--- src/rtl/fetch_pkg.sv ---
// Shared types and constants for the instruction-fetch stage.
package fetch_pkg;

  localparam int unsigned PC_INCR          = 4;
  localparam logic [31:0] NOP_INSTR        = 32'h0000_0013;
  localparam logic [31:0] DEFAULT_RESET_PC = 32'hBFC0_0000;

  typedef enum logic [1:0] {
    ST_IDLE,
    ST_FETCH,
    ST_HOLD,
    ST_ERROR
  } fetch_state_t;

endpackage

--- src/rtl/fetch_unit_pc_next.sv ---
// Next-PC selection: sequential PC+4 or branch target, with alignment flag.
module pc_next
  import fetch_pkg::*;
#(
  parameter int unsigned DATA_WIDTH = 32,
  parameter int unsigned ADDR_WIDTH = 32
) (
  input  logic [ADDR_WIDTH-1:0] pc,
  input  logic [DATA_WIDTH-1:0] ImmOp,
  input  logic                  PCsrc,
  output logic [ADDR_WIDTH-1:0] next,
  output logic                  misaligned
);

  // Modulo-2^ADDR_WIDTH add; wrap-around is a legal target.
  always_comb begin
    next       = PCsrc ? (pc + ImmOp[ADDR_WIDTH-1:0]) : (pc + ADDR_WIDTH'(PC_INCR));
    misaligned = |next[1:0];
  end

endmodule

--- src/rtl/fetch_unit.sv ---
// Instruction-fetch stage: owns the PC, fetches over req/ack, holds instr for decode.
module fetch_unit
  import fetch_pkg::*;
#(
  parameter int unsigned           DATA_WIDTH = 32,
  parameter int unsigned           ADDR_WIDTH = 32,
  parameter logic [ADDR_WIDTH-1:0] RESET_PC   = ADDR_WIDTH'(DEFAULT_RESET_PC)
) (
  input  logic                  clk,
  input  logic                  rst_n,
  input  logic                  PCsrc,
  input  logic [DATA_WIDTH-1:0] ImmOp,
  input  logic                  stall,
  output logic                  imem_req,
  output logic [ADDR_WIDTH-1:0] imem_addr,
  input  logic [DATA_WIDTH-1:0] imem_rdata,
  input  logic                  imem_ack,
  output logic [DATA_WIDTH-1:0] instr,
  output logic [ADDR_WIDTH-1:0] pc,
  output logic                  instr_valid,
  output logic                  fetch_err
);

  fetch_state_t          state, state_nx;
  logic [ADDR_WIDTH-1:0] pc_nx;
  logic [ADDR_WIDTH-1:0] target;
  logic [DATA_WIDTH-1:0] instr_nx;
  logic                  target_misaligned;

  pc_next #(
    .DATA_WIDTH (DATA_WIDTH),
    .ADDR_WIDTH (ADDR_WIDTH)
  ) u_pc_next (
    .pc         (pc),
    .ImmOp      (ImmOp),
    .PCsrc      (PCsrc),
    .next       (target),
    .misaligned (target_misaligned)
  );

  // State register.
  always_ff @(posedge clk or negedge rst_n) begin
    if (!rst_n) state <= ST_IDLE;
    else        state <= state_nx;
  end

  // Next-state and next-datapath decode; acks outside FETCH are ignored.
  always_comb begin
    state_nx = state;
    pc_nx    = pc;
    instr_nx = instr;
    unique case (state)
      ST_IDLE:  state_nx = ST_FETCH;
      ST_FETCH: begin
        if (imem_ack) begin
          instr_nx = imem_rdata;
          state_nx = ST_HOLD;
        end
      end
      ST_HOLD: begin
        if (!stall) begin
          if (target_misaligned) begin
            state_nx = ST_ERROR;
          end else begin
            pc_nx    = target;
            state_nx = ST_FETCH;
          end
        end
      end
      ST_ERROR: state_nx = ST_ERROR;
      default:  state_nx = ST_IDLE;
    endcase
  end

  // Registered datapath and status outputs, decoded from the upcoming state.
  always_ff @(posedge clk or negedge rst_n) begin
    if (!rst_n) begin
      pc          <= RESET_PC;
      instr       <= DATA_WIDTH'(NOP_INSTR);
      imem_req    <= 1'b0;
      instr_valid <= 1'b0;
      fetch_err   <= 1'b0;
    end else begin
      pc          <= pc_nx;
      instr       <= instr_nx;
      imem_req    <= (state_nx == ST_FETCH);
      instr_valid <= (state_nx == ST_HOLD);
      fetch_err   <= (state_nx == ST_ERROR);
    end
  end

  // Request address always tracks the held PC register.
  assign imem_addr = pc;

endmodule

--- config.mk ---
export PLATFORM = sky130hd
export DESIGN_NAME = fetch_unit
export DESIGN_NICKNAME = d
export VERILOG_FILES = /design/src/rtl/fetch_pkg.sv /design/src/rtl/fetch_unit_pc_next.sv /design/src/rtl/fetch_unit.sv
export SDC_FILE = /design/constraint.sdc
export NUM_CORES = 1
export LEC_CHECK = 0
export CAP_MARGIN = 40
export CORE_MARGIN = 1
export CORE_UTILIZATION = 43
export DETAILED_ROUTE_END_ITERATION = 10
export MAX_ROUTING_LAYER = met4
export PLACE_DENSITY = 0.85
export SYNTH_ARGS = -nofsm -noshare
export SYNTH_HDL_FRONTEND = slang
export SYNTH_SLANG_ARGS = --single-unit
--- constraint.sdc ---
create_clock -name clk -period 2.6 [get_ports clk]
set_input_delay 0.52 -clock clk [delete_from_list [all_inputs] [get_ports clk]]
set_output_delay 0.52 -clock clk [all_outputs]
set_load 0.02 [all_outputs]
==> flow_metrics.env, run 1 <==
export IMPL_clock_skew_ns=0.00751
export IMPL_synth_nets=700
export IMPL_clockBufferDepth=2
export IMPL_antenna_found_initial=0
export IMPL_setup_tns_ns=0
export IMPL_synth_edff_count=0
export IMPL_crit_path_cell_trace="dlygate4sd2_1 > ha_2 > fa_2 > a211oi_4 > o21ai_1 > nand4b_1 > nand3_2 > buf_4 > buf_4 > xor2_1 > a22oi_1 > o21ai_0"
export IMPL_core_area_um2=12000
export IMPL_grt_max_degree=36
export IMPL_postSynthCellCount=598
export IMPL_rows=40
export IMPL_syn_avg_cell_area_um2=8.89
export IMPL_arrival_ns=2.77
export IMPL_start_util=0.442
export IMPL_synth_distinct_cells=72
export IMPL_grt_pass1_wl_um=28000
export IMPL_die_w_um=113
export IMPL_yosysWarnings=0
export IMPL_root_buffer="clkbuf_16"
export IMPL_clock_latency_ns=0.34
export IMPL_slowest_stage="fa_2"
export IMPL_power_density_nw_per_um2=935
export IMPL_num_vias=5854
export IMPL_grt_overflow=0
export IMPL_worstSetupPathType="in2reg"
export IMPL_areaGrowthSynthToFinish_pct=57.0
export IMPL_hold_path_class="in2async"
export IMPL_ctsHtreeMaxLevel=3
export IMPL_drc=0
export IMPL_cts_made_buffers=9
export IMPL_critPathLaunch="ImmOp[0]"
export IMPL_cts_sinks=69
export IMPL_synth_top_area_cell="dfrtp_1"
export IMPL_io_pins=168
export IMPL_cp_max_fo=3
export IMPL_timing_rr_start="imem_addr[0]"
export IMPL_hold_viol=0
export IMPL_die_area_um2=12800
export IMPL_port_buffers=167
export IMPL_synth_main_ff_cell="dfrtp_1"
export IMPL_synth_top_cell_area_share=0.268
export IMPL_cts_hold_buf=0
export IMPL_cts_clk_slew_worst_paths_ns=0.06
export IMPL_fin_crit_sh=0.987
export IMPL_timing_final_ws_setup_ns=0.0332
export IMPL_end_kind="register"
export IMPL_wl_per_cell_um=18.4
export IMPL_cap_violations=0
export IMPL_layout_nets=944
export IMPL_crit_top_cell="buf_4"
export IMPL_fin_crit_ns=2.57
export IMPL_status="finished, final reports clean"
export IMPL_netlist_top_cells_area="dfrtp_1 (27%), ha_1 (7.5%), mux2_2 (7.0%)"
export IMPL_worstPathRequired_ns=2.81
export IMPL_drive_gt1_frac=0.277
export IMPL_synth_common_cells="dfrtp_1 (57), a21oi_1 (55), nor2_1 (43)"
export IMPL_total_power_mw=7.80
export IMPL_synth_area_um2=5310
export IMPL_drv_slew=0
export IMPL_cts_tree="built"
export IMPL_globalplace_congestion=0.914
export IMPL_routed_wl_um=18300
export IMPL_pre_cts_ws_ns=-0.658
export IMPL_async_reset_ff_frac=1.00
export IMPL_rsz0062_at_grt="true"
export IMPL_ir_worst_vdd_mv=0.601
export IMPL_yosysSeqAreaShare=0.328
export IMPL_tightest_slew_ns=0.593
export IMPL_relSlewSlack=0.604
export IMPL_yosysMostFrequentCell="dfrtp_1"
export IMPL_max_stage_delay_ns=0.38
export IMPL_p_leak_nw=3.58
export IMPL_antenna_diode_count=0
export IMPL_setup_viol=0
export IMPL_detail_route_vias_per_cell=5.89
export IMPL_dp_hpwl_um=13500
export IMPL_cp_start_kind="primary input"
export IMPL_initialDrtViolationCount=356
export IMPL_fmax_ghz=0.390
export IMPL_grt_pass1_vias=6025
export IMPL_die_h_um=113
export IMPL_synth_seq_cells=69
export IMPL_antenna_left=0
export IMPL_grt_use_total=0.284
export IMPL_firstDrtPassIters=5
[flip-flops by register name, indices dropped and copies added, names as in the netlist]
| signal | cells |
|---|---|
| state | 2 |
| imem_req | 1 |
| fetch_err | 1 |
| instr_valid | 1 |
| imem_addr | 32 |
| instr | 32 |
[what timing repair did]
action                     4_1_cts  5_1_grt
resized for setup               11       41
setup endpoints to repair       16       19
pin swaps                       11       20
setup buffers                    4        6
[per-stage QoR]
stage | hold WS [ns] | util | std cells | area (µm²)
after floorplan | 0.224 | - | 598 | 5320
after global placement | 0.487 | 0.640 | 968 | 7680
after detailed placement | 0.495 | 0.640 | 968 | 7680
after CTS | 0.197 | 0.670 | 988 | 8040
after global routing | 0.231 | 0.694 | 994 | 8340
final | 0.190 | 0.694 | 994 | 8340
[logic make-up after synthesis]
group	after synthesis	synth area share
fa+ha+maj	33	0.0791
mux	36	0.0756
compound gates	190	0.226
buf+inv	66	0.0751
xor+xnor	23	0.0379
flops	69	0.328
simple gates	181	0.178
[cell type report]
type	instances	area, µm²
fill	878	3670
multi-input combinational	463	3470
timing repair buffer	291	2630
sequential	69	1740
clock buffer	10	229
tap	147	184
clock inverter	6	63.8
inverter	8	30.0
[layout by cell type, fill, tap and decap left out, types with 15 or more instances in the layout]
master and n:
nand2_1 36, a21oi_1 48, nand3_1 18, o21ai_0 36
clkdlybuf4s50_1 160, buf_4 121, mux2_2 33, o21ai_1 17
dfrtp_1 57, xor2_1 15, nor2_1 42, ha_1 20
a21o_1 15
[routing by layer]
layer  track usage  routed length [µm]
met4         0.141                 609
met3        0.0573                1370
met5             -                   0
met2         0.498                9460
met1         0.306                6890
[power by group]
group | switching, mW | total (mW) | internal (mW)
logic | 2.39 | 4.79 | 2.41
clock network | 0.484 | 1.23 | 0.741
registers | 0.293 | 1.78 | 1.48
total | 3.16 | 7.80 | 4.63
[path summary, 6_finish.rpt]
kind	to	slack, ns	cells past startpoint
setup / recovery	imem_addr[18]	0.03	12
hold / removal	instr[8]	0.19	1
setup reg to reg	imem_addr[18]	0.05	11
hold reg to reg	instr[15]	0.51	1
max in group asynchronous	imem_addr[26]	1.75	2
min in group clk	instr[15]	0.51	1
[critical path, delay by kind of cell]
kind,cells,cell delay (ns)
fa+ha+maj,2,0.57
xor+xnor,1,0.13
compound gates,4,0.68
simple gates,2,0.33
buf+inv,3,0.54
No activity file was read; power rests on OpenSTA's default activity.
==> inputs of run 2 (changes only) <==
--- a/config.mk
+++ b/config.mk
@@ -5,6 +5,7 @@
 export SDC_FILE = /design/constraint.sdc
 export NUM_CORES = 1
 export LEC_CHECK = 0
+export ABC_CLOCK_PERIOD_IN_PS = 2600
 export CAP_MARGIN = 40
 export CORE_MARGIN = 1
 export CORE_UTILIZATION = 43
==> results of run 2 <==
No change in the layout: final DEF, timing and power equal those of run 1.
